==> config.mk <==
export PLATFORM = sky130hd
export DESIGN_NAME = instruction_fetcher
export DESIGN_NICKNAME = d
export VERILOG_FILES = /design/src/rtl/gpu_pkg.sv /design/src/rtl/icache_array.sv /design/src/rtl/instruction_fetcher.sv
export SDC_FILE = /design/constraint.sdc
export NUM_CORES = 1
export LEC_CHECK = 0
export CAP_MARGIN = 0
export CORE_MARGIN = 5
export CORE_UTILIZATION = 37
export DETAILED_ROUTE_END_ITERATION = 7
export GPL_TIMING_DRIVEN = 0
export SLEW_MARGIN = 25
export SYNTH_ARGS = -nofsm -noshare
export SYNTH_HDL_FRONTEND = slang
export SYNTH_HIERARCHICAL = 1
export SYNTH_SLANG_ARGS = --single-unit
==> constraint.sdc <==
create_clock -name clk -period 4.56 [get_ports clk]
set_clock_uncertainty 0.15 [all_clocks]
set_input_delay 0.912 -clock clk [delete_from_list [all_inputs] [get_ports clk]]
set_output_delay 0.912 -clock clk [all_outputs]
set_load 0.02 [all_outputs]
==> src/rtl/gpu_pkg.sv <==
// gpu_pkg: encodings shared by the fetcher and the scheduler.
package gpu_pkg;
   typedef enum logic [2:0] {
      IDLE     = 3'b000,
      FETCHING = 3'b001,
      FETCHED  = 3'b010
   } fetcher_state_t;
   localparam logic [2:0] CORE_FETCH  = 3'b001;
   localparam logic [2:0] CORE_DECODE = 3'b010;
endpackage

==> src/rtl/icache_array.sv <==
// icache_array: direct-mapped instruction cache, one instruction per line,
// combinational lookup, synchronous fill and synchronous clear of all valid bits.
module icache_array #(
   parameter int ADDR_BITS = 8,
   parameter int DATA_BITS = 16,
   parameter int LINES     = 8
) (
   input  logic                 clk,
   input  logic                 reset,
   input  logic [ADDR_BITS-1:0] i_lookup_addr,
   output logic                 o_hit,
   output logic [DATA_BITS-1:0] o_data,
   input  logic                 i_wr_en,
   input  logic [ADDR_BITS-1:0] i_wr_addr,
   input  logic [DATA_BITS-1:0] i_wr_data
);
   localparam int IDX_BITS = $clog2(LINES);
   localparam int TAG_BITS = ADDR_BITS - IDX_BITS;
   logic [LINES-1:0]     r_valid;
   logic [TAG_BITS-1:0]  r_tag  [LINES];
   logic [DATA_BITS-1:0] r_data [LINES];
   logic [IDX_BITS-1:0]  w_rd_idx;
   logic [IDX_BITS-1:0]  w_wr_idx;
   assign w_rd_idx = i_lookup_addr[IDX_BITS-1:0];
   assign w_wr_idx = i_wr_addr[IDX_BITS-1:0];
   assign o_hit    = r_valid[w_rd_idx] && (r_tag[w_rd_idx] == i_lookup_addr[ADDR_BITS-1:IDX_BITS]);
   assign o_data   = r_data[w_rd_idx];
   always_ff @(posedge clk) begin
      if (reset) r_valid <= '0;
      else if (i_wr_en) r_valid[w_wr_idx] <= 1'b1;
   end
   // tag/data need no reset: they are only trusted behind a set valid bit
   always_ff @(posedge clk) begin
      if (i_wr_en) begin
         r_tag[w_wr_idx]  <= i_wr_addr[ADDR_BITS-1:IDX_BITS];
         r_data[w_wr_idx] <= i_wr_data;
      end
   end
endmodule

==> src/rtl/instruction_fetcher.sv <==
// instruction_fetcher: cache-first instruction fetch with a valid/ready miss path
// and saturating hit/miss counters.
module instruction_fetcher
   import gpu_pkg::*;
#(
   parameter int PROGRAM_MEM_ADDR_BITS = 8,
   parameter int PROGRAM_MEM_DATA_BITS = 16,
   parameter int CACHE_LINES           = 8,
   parameter int COUNTER_BITS          = 16
) (
   input  logic                             clk,
   input  logic                             reset,
   input  logic [2:0]                       core_state,
   input  logic [PROGRAM_MEM_ADDR_BITS-1:0] current_pc,
   output logic                             mem_read_valid,
   output logic [PROGRAM_MEM_ADDR_BITS-1:0] mem_read_address,
   input  logic                             mem_read_ready,
   input  logic [PROGRAM_MEM_DATA_BITS-1:0] mem_read_data,
   output logic [2:0]                       fetcher_state,
   output logic [PROGRAM_MEM_DATA_BITS-1:0] instruction,
   output logic [COUNTER_BITS-1:0]          hit_count,
   output logic [COUNTER_BITS-1:0]          miss_count
);
   fetcher_state_t                   r_state, w_next;
   logic                             r_valid;
   logic [PROGRAM_MEM_ADDR_BITS-1:0] r_addr;
   logic [PROGRAM_MEM_DATA_BITS-1:0] r_instr;
   logic [COUNTER_BITS-1:0]          r_hits, r_misses;
   logic                             w_hit, w_lookup, w_fill;
   logic [PROGRAM_MEM_DATA_BITS-1:0] w_hit_data;
   icache_array #(
      .ADDR_BITS(PROGRAM_MEM_ADDR_BITS),
      .DATA_BITS(PROGRAM_MEM_DATA_BITS),
      .LINES    (CACHE_LINES)
   ) u_cache (
      .clk          (clk),
      .reset        (reset),
      .i_lookup_addr(current_pc),
      .o_hit        (w_hit),
      .o_data       (w_hit_data),
      .i_wr_en      (w_fill),
      .i_wr_addr    (r_addr),
      .i_wr_data    (mem_read_data)
   );
   // fills use the latched request address, so PC changes during a miss are ignored
   always_comb begin
      w_lookup = (r_state == IDLE) && (core_state == CORE_FETCH);
      w_fill   = (r_state == FETCHING) && mem_read_ready;
      w_next   = w_lookup ? (w_hit ? FETCHED : FETCHING)
               : w_fill ? FETCHED
               : ((r_state == FETCHED) && (core_state == CORE_DECODE)) ? IDLE
               : r_state;
   end
   always_ff @(posedge clk) begin
      if (reset) begin
         r_state  <= IDLE;
         r_valid  <= 1'b0;
         r_addr   <= '0;
         r_instr  <= '0;
         r_hits   <= '0;
         r_misses <= '0;
      end else begin
         r_state <= w_next;
         if (w_lookup && w_hit) begin
            r_instr <= w_hit_data;
            r_hits  <= r_hits + {{(COUNTER_BITS-1){1'b0}}, ~&r_hits};
         end
         if (w_lookup && !w_hit) begin
            r_valid  <= 1'b1;
            r_addr   <= current_pc;
            r_misses <= r_misses + {{(COUNTER_BITS-1){1'b0}}, ~&r_misses};
         end
         if (w_fill) begin
            r_instr <= mem_read_data;
            r_valid <= 1'b0;
         end
      end
   end
   assign mem_read_valid   = r_valid;
   assign mem_read_address = r_addr;
   assign fetcher_state    = r_state;
   assign instruction      = r_instr;
   assign hit_count        = r_hits;
   assign miss_count       = r_misses;
endmodule

==> results by group, run 1 <==
Layout
  • Area added between synthesis and finish: 25.2%
  • Fraction of final layout cells sized beyond drive strength 1: 17.4%
  • Net count of the finished layout: 792
  • Non-filler instance count after layout: 1107
  • Multi-input logic area: 2880 um^2
  • Area taken by flip-flops and latches: 6390 um^2
  • Number of diodes: 0
  • Layout filler cell count: 2187

Timing
  • Least setup slack across all paths after layout: 0.313 ns
  • Final Hold Viols: 0
  • Clock period minus final worst setup slack: 4.25 ns
  • Worst slew margin relative to its limit: 50.7%
  • Tcrit/Tclk final: 93.1%
  • Minimum hold slack: 0.333 ns
  • Highest achievable clock rate: 235 MHz
  • Unrepaired setup endpoints after global routing: no
  • Final count of pins violating max slew: 0
  • Transition time of the tightest slew-check pin: 0.739 ns
  • Number of setup violations in the final report: 0

Setup path
  • Biggest cell delay along the critical path: 0.53 ns
  • Category of the most critical setup path: in2reg
  • Number of cell instances on the worst register-to-register path: 10
  • CP endpoint kind: flip-flop
  • Arrival time of the worst setup path: 4.50 ns
  • Critical-path cell with the highest stage delay: sky130_fd_sc_hd__clkdlybuf4s50_1
  • WP data required: 4.81 ns
  • Critical-path maximum fanout: 10
  • Reg-to-reg critical path startpoint: u_cache/r_tag[6][4]$_DFFE_PP_
  • R2r endpoint: instruction[11]$_SDFFE_PP0P_
  • Cells along the critical path: clkdlybuf4s50_1, buf_6, buf_12, mux2i_1, mux4_2, xor2_1, nand4_1, nor3_2, nand2b_1, nor2_2, buf_2, nand2_1, a311oi_1
  • R2R Setup Slk: 1.22 ns
  • Category of the worst setup path launch point: input port

CTS
  • CTS H-Tree Depth: 1
  • Maximum buffer depth of the clock tree: 3
  • Clock transition at the register clock pins on the worst setup and hold paths after CTS: 0.05 ns
  • Number of clock sinks seen by CTS: 235
  • Root cell of the clock tree: sky130_fd_sc_hd__clkbuf_16
  • Clock latency of the later-clocked register in the worst-skew pair: 0.52 ns
  • Post-CTS setup-driven buffer insertion count: 0
  • Inserted Clock Buffers: 26
  • Clock tree from TritonCTS: built

Yosys
  • Synthesized Nets: 665
  • Leading cell type by number of instances after synthesis: sky130_fd_sc_hd__edfxtp_1
  • Cell area after synthesis: 9410 um^2
  • Cells after synthesis: 630
  • Synth top area share: 53.6%
  • Most area-hungry cell type in the Yosys netlist: sky130_fd_sc_hd__edfxtp_1
  • Sequential share of the synthesized area: 67.9%
  • Synthesis-stage register bit count: 235
  • Most instantiated flip-flop cell in the synthesis netlist: sky130_fd_sc_hd__edfxtp_1
  • Most numerous cell types in the synthesized netlist: sky130_fd_sc_hd__edfxtp_1, sky130_fd_sc_hd__nand2_1, sky130_fd_sc_hd__dfxtp_1
  • Distinct cell type count of the synthesized netlist: 44
  • Async SR Flop Fraction: 0%
  • EDFF count, synth: 168
  • Largest cells by area after synthesis: sky130_fd_sc_hd__edfxtp_1, sky130_fd_sc_hd__dfxtp_1, sky130_fd_sc_hd__mux4_2
  • Yosys warning total: 6
  • Synthesized area divided by synthesized cell count: 14.9 um^2

Pwr
  • Net switching component of the power: 0.919 mW
  • Maximum vdd drop: 0.000265 V
  • Power density over the cells: 382 nW/um^2
  • Switch share: 20.4%
  • Static leakage: 3.71 nW
  • Clock share of power: 43.5%
  • Combinational share of power: 5.1%
  • Flop pwr share: 51.4%
  • Cell-internal power: 3.58 mW
  • Total power after layout: 4.50 mW

Placement
  • Dpl ws: -0.487 ns
  • Port bufs: 87
  • Hpwl dp: 15.4 mm
  • Gpl congestion: 0.817
  • Number of placed cells counting well taps: 1059

Hold path
  • WHS Endpoint: u_cache/r_valid[7]$_SDFFE_PP0P_
  • Min-Delay Startpoint: u_cache/r_valid[7]$_SDFFE_PP0P_
  • Worst min path class: reg2reg
  • Hold path depth: 1

Die
  • Number of core rows: 58
  • Initial standard-cell utilization of the core: 37.5%
  • Core area: 25100 um^2
  • Die outline area: 28700 um^2
  • IO Pins: 90
  • Die Span X: 169 um
  • Die outline height: 169 um

Routing
  • Routed length per placed instance: 20.6 um
  • Residual antenna-violating net count after detailed routing: 0
  • Via total after detailed routing: 5893
  • Vias per std cell: 5.32
  • Total wire length: 22.8 mm
  • Initial detailed-routing violation count: 551
  • Number of remaining DRC errors: 0
  • Number of iterations in the first detailed-routing pass: 5

Global route
  • Number of global-route vias before repair: 6147
  • Initial antenna violation count: 1
  • Overall overflow remaining after global route: 0
  • Maximum number of pins on one net before global-route repair: 18
  • First-pass GRT wire length: 35.1 mm
  • All-layer global routing usage: 15.7%

Status
  • Status: finished clean

Job
  • Max-capacitance violation count: 0
==> per-stage QoR <==
step | setup TNS (ns) | cell area (um^2) | util, %
finish | 0 | 11800 | 46.9
global route | 0 | 11800 | 46.9
CTS | 0 | 11800 | 46.9
detailed placement | -4.54 | 11000 | 43.7
global placement | -172.16 | 10700 | 42.6
floorplan | 0 | 9410 | -
==> registers in the layout, summed over array words and instances (netlist names) <==
signal            flops
u_cache/r_valid       8
hit_count            16
u_cache/r_data      128
u_cache/r_tag        40
mem_read_address      8
miss_count           16
mem_read_valid        1
fetcher_state         2
instruction          16
==> per-layer routing <==
metal	vias to the layer above	global-route usage (%)	wire (um)
met1	2988	20.4	9530
met3	45	3.35	1350
li1	2678	-	-
met5	-	0	18
met4	2	4.62	497
met2	180	26.6	11400
==> how the worst max path moves through the flow <==
stage | startpoint | end | cells after the start
3_5_place_dp | current_pc[0] | instruction[11]$_SDFFE_PP0P_ | 13
6_report | current_pc[0] | instruction[11]$_SDFFE_PP0P_ | 13
4_1_cts | current_pc[0] | instruction[11]$_SDFFE_PP0P_ | 13
3_3_place_gp | mem_read_ready | u_cache/r_data[1][3]$_DFFE_PP_ | 8
2_1_floorplan | mem_read_ready | u_cache/r_data[0][0]$_DFFE_PP_ | 7
5_1_grt | current_pc[0] | instruction[11]$_SDFFE_PP0P_ | 13
==> area by class of cell <==
class / instances / share of cell area (%)
clock inverters: 3 / 0.149
plain buffers: 32 / 1.55
flip-flops and latches: 235 / 54.2
repair buffers: 99 / 9.24
clock buffers: 45 / 6.74
multi-input cells: 358 / 24.4
well taps: 330 / 3.51
inverters: 5 / 0.159
==> logic make-up after synthesis <==
family	count (synthesis)	share of synthesized area (%)
buffers and inverters	37	2.14
AO/OA/AOI/OAI	67	4.43
XOR/XNOR	14	1.30
adder cells (fa/ha/maj)	5	0.665
other	1	0.0399
multiplexers	73	13.5
flip-flops	235	67.9
AND/OR/NAND/NOR	198	10.1
==> layout by cell type, fill, tap and decap left out, drive strengths merged, types with 2 or more instances in the layout <==
| cell | Yosys | layout |
|---|---|---|
| ha | 5 | 5 |
| and3 | 2 | 2 |
| or4 | 6 | 6 |
| xnor2 | 8 | 8 |
| dfxtp | 67 | 67 |
| o31ai | 3 | 3 |
| nand4 | 9 | 9 |
| clkinv | 0 | 3 |
| a311oi | 16 | 16 |
| a21oi | 31 | 31 |
| mux4 | 41 | 41 |
| mux2i | 14 | 14 |
| nor2b | 2 | 2 |
| nand3 | 14 | 14 |
| or3 | 15 | 15 |
| and4 | 6 | 6 |
| clkbuf | 15 | 60 |
| buf | 17 | 29 |
| mux2 | 18 | 18 |
| nand2 | 72 | 72 |
| xor2 | 6 | 6 |
| o21ai | 13 | 13 |
| and2 | 2 | 2 |
| clkdlybuf4s50 | 0 | 87 |
| edfxtp | 168 | 168 |
| nor3 | 8 | 8 |
| inv | 5 | 5 |
| nand2b | 5 | 5 |
| nor2 | 51 | 51 |
==> critical path: cells and delay by family <==
family          cells  cell delay (ns)
mux                 2             0.55
simple gates        5             1.27
compound gates      1             0.31
buf+inv             4             1.23
xor+xnor            1             0.22
==> what timing repair did <==
action	CTS	global route
hold buffers	0	0
setup endpoints to repair	0	8
resized for setup	0	1
==> power by group through the flow <==
| stage | registers [mW] | logic, mW | clock network [mW] |
|---|---|---|---|
| CTS | 2.31 | 0.231 | 2.01 |
| global route | 2.31 | 0.246 | 2.10 |
| detailed placement | 2.36 | 0.230 | 0 |
| global placement | 2.36 | 0.222 | 0 |
| finish | 2.31 | 0.228 | 1.96 |
| floorplan | 2.36 | 0.115 | 0 |
(Power assumes the default switching activity.)
==> run 2, diff against run 1 <==
--- a/config.mk
+++ b/config.mk
@@ -8,6 +8,7 @@
 export CAP_MARGIN = 0
 export CORE_MARGIN = 5
 export CORE_UTILIZATION = 37
+export CTS_BUF_LIST = sky130_fd_sc_hd__clkbuf_8
 export DETAILED_ROUTE_END_ITERATION = 7
 export GPL_TIMING_DRIVEN = 0
 export SLEW_MARGIN = 25
==> run 2 against run 1 <==
Effect of this change: setup slack got worse by 0.025 ns; power decreased by 5.7%; non-clock buffer count unchanged; count of clock-buffer cells in the layout decreased by 4; final cell count increased by 1.9%; maximum frequency decreased by 0.58%; clock power decreased by 13%; hold slack improved by 0.0013 ns; utilization decreased by 0.39 points; sequential share of layout area increased by 0.45 points; sequential power about the same; via count increased by 0.42%; largest cell class unchanged.
==> results by group, run 2 (synthesis results as in run 1) <==
Timing
  • Transition time of the tightest slew-check pin: 0.720 ns (-0.0191 ns)
  • Final Hold Viols: 0 (unchanged)
  • Minimum hold slack: 0.334 ns (+0.00126 ns)
  • Final count of pins violating max slew: 0 (unchanged)
  • Highest achievable clock rate: 234 MHz (-0.58%)
  • Final setup TNS: 0 ns (unchanged)
  • Unrepaired setup endpoints after global routing: no
  • Worst slew margin relative to its limit: 52.0% (+1.3 points)
  • Tcrit/Tclk final: 93.7% (+0.54 points)
  • Least setup slack across all paths after layout: 0.288 ns (-0.0246 ns)
  • Clock period minus final worst setup slack: 4.27 ns (+0.0246 ns)
  • Number of setup violations in the final report: 0 (unchanged)

Layout
  • Most frequent cells in the layout: sky130_fd_sc_hd__edfxtp_1, sky130_fd_sc_hd__clkdlybuf4s50_1, sky130_fd_sc_hd__nand2_1
  • Non-filler instance count after layout: 1128 (+1.9%)
  • Fraction of final layout cells sized beyond drive strength 1: 18.8% (+1.4 points)
  • Number of diodes: 0 (unchanged)
  • Register containing the most flip-flops in the final layout: u_cache/r_data
  • Biggest regs: u_cache/r_data x128, u_cache/r_tag x40
  • Most common cell after layout, fill and taps aside: sky130_fd_sc_hd__edfxtp_1
  • Flip-flop count of the largest register after layout: 128 (unchanged)
  • Area added between synthesis and finish: 24.2%
  • Net count of the finished layout: 804 (+1.5%)

Placement
  • Dpl ws: -0.487 ns (unchanged)
  • Hpwl dp: 15.4 mm (unchanged)
  • Gpl congestion: 0.817 (unchanged)
  • Port bufs: 87 (unchanged)
  • Number of placed cells counting well taps: 1059 (unchanged)

CTS
  • CTS H-Tree Depth: 2 (+1)
  • Post-CTS setup-driven buffer insertion count: 0 (unchanged)
  • Clock latency of the later-clocked register in the worst-skew pair: 0.53 ns (about the same)
  • Inserted Clock Buffers: 38 (+46%)
  • Number of clock sinks seen by CTS: 235 (unchanged)
  • Clock tree from TritonCTS: built
  • Clock transition at the register clock pins on the worst setup and hold paths after CTS: 0.06 ns (about the same)
  • Root cell of the clock tree: sky130_fd_sc_hd__clkbuf_8
  • Maximum buffer depth of the clock tree: 3 (unchanged)

Die
  • Die outline height: 169 um (unchanged)
  • Core area: 25100 um^2 (unchanged)
  • Die outline area: 28700 um^2 (unchanged)
  • IO Pins: 90 (unchanged)
  • Die Span X: 169 um (unchanged)
  • Number of core rows: 58 (unchanged)
  • Initial standard-cell utilization of the core: 37.5% (unchanged)

Setup path
  • Cells along the critical path: clkdlybuf4s50_1, buf_6, buf_6, mux2i_1, mux4_2, xor2_1, nand4_1, nor3_2, nand2b_1, nor2_2, buf_2, nand2_1, a311oi_1
  • Most common cell type on the critical path: sky130_fd_sc_hd__buf_6
  • Category of the worst setup path launch point: input port
  • CP endpoint kind: flip-flop
  • WP data required: 4.83 ns (+0.02 ns)
  • Critical-path maximum fanout: 10 (unchanged)
  • Biggest cell delay along the critical path: 0.53 ns (about the same)
  • Category of the most critical setup path: in2reg
  • Arrival time of the worst setup path: 4.54 ns (+0.04 ns)
  • Critical-path cell with the highest stage delay: sky130_fd_sc_hd__clkdlybuf4s50_1

Routing
  • Routed length per placed instance: 20.4 um (-0.72%)
  • Vias per std cell: 5.25 (-1.4%)
  • Total wire length: 23.1 mm (+1.2%)
  • Residual antenna-violating net count after detailed routing: 0 (unchanged)
  • Via total after detailed routing: 5918 (+0.42%)
  • Number of iterations in the first detailed-routing pass: 5 (unchanged)
  • Number of remaining DRC errors: 0 (unchanged)
  • Initial detailed-routing violation count: 511 (-7.3%)

Pwr
  • Static leakage: 3.73 nW (+0.43%)
  • Power density over the cells: 363 nW/um^2 (-4.9%)
  • Maximum vdd drop: 0.000159 V (-40%)

Global route
  • First-pass GRT wire length: 35.5 mm (+1.1%)
  • Number of global-route vias before repair: 6201 (+0.88%)
  • Maximum number of pins on one net before global-route repair: 18 (unchanged)
  • Initial antenna violation count: 1 (unchanged)
  • All-layer global routing usage: 16.0% (+0.30 points)
  • Overall overflow remaining after global route: 0 (unchanged)

Status
  • Status: finished clean

Hold path
  • Worst min path class: reg2reg

Job
  • Max-capacitance violation count: 0 (unchanged)
-- run 2: cell count changes in the layout (fill, tap and decap cells not counted), moves of 2 or more --
cell,previous run,this run
sky130_fd_sc_hd__inv_1,5,18
sky130_fd_sc_hd__clkinv_1,1,7
sky130_fd_sc_hd__clkinvlp_4,0,2
sky130_fd_sc_hd__clkinv_2,1,4
sky130_fd_sc_hd__clkbuf_16,27,0
sky130_fd_sc_hd__clkbuf_8,5,41
sky130_fd_sc_hd__clkbuf_1,28,15
-- run 2: critical path, delay by kind of cell --
| family | cells | cell delay [ns] |
|---|---|---|
| xor+xnor | 1 | 0.18 |
| simple gates | 5 | 1.29 |
| compound gates | 1 | 0.31 |
| buf+inv | 4 | 1.27 |
| mux | 2 | 0.58 |
-- run 2: layer usage --
layer  vias up  GRT usage, %  wire [um]
met2       187          26.9      11400
met5         -             0         18
met4         2          5.57        489
met3        42          3.54       1520
met1      2978          20.5       9660
li1       2709             -          -
-- run 2: worst paths after layout --
check | from | endpoint | slack (ns) | cells past startpoint
setup / recovery | current_pc[0] | instruction[11]$_SDFFE_PP0P_ | 0.29 | 13
hold / removal | u_cache/r_valid[7]$_SDFFE_PP0P_ | u_cache/r_valid[7]$_SDFFE_PP0P_ | 0.33 | 1
setup reg to reg | u_cache/r_tag[6][4]$_DFFE_PP_ | instruction[11]$_SDFFE_PP0P_ | 1.21 | 10
hold reg to reg | u_cache/r_valid[7]$_SDFFE_PP0P_ | u_cache/r_valid[7]$_SDFFE_PP0P_ | 0.33 | 1
-- run 2: what timing repair did --
item	CTS	global route
setup endpoints to repair	0	8
hold buffers	0	0
resized for setup	0	1
-- run 2: stage by stage --
step	cell area [um^2]	total power [mW]	utilization (%)
floorplan	9410	2.48	-
global route	11700	4.41	46.5
finish	11700	4.24	46.5
detailed placement	11000	2.59	43.7
global placement	10700	2.58	42.6
CTS	11700	4.30	46.5
-- run 2: power by group --
part / internal (mW) / switching, mW / total, mW / leakage [nW]
clock network: 0.891 / 0.808 / 1.70 / 0.410
registers: 2.30 / 0.0130 / 2.31 / 2.01
logic: 0.107 / 0.122 / 0.229 / 1.31
-- run 2: layout make-up --
type	count	area (um^2)
clock inverters	28	149
multi-input cells	358	2880
clock buffers	41	564
fillers	2222	13400
well taps	330	413
inverters	5	18.8
plain buffers	32	183
flip-flops and latches	235	6390
repair buffers	99	1090
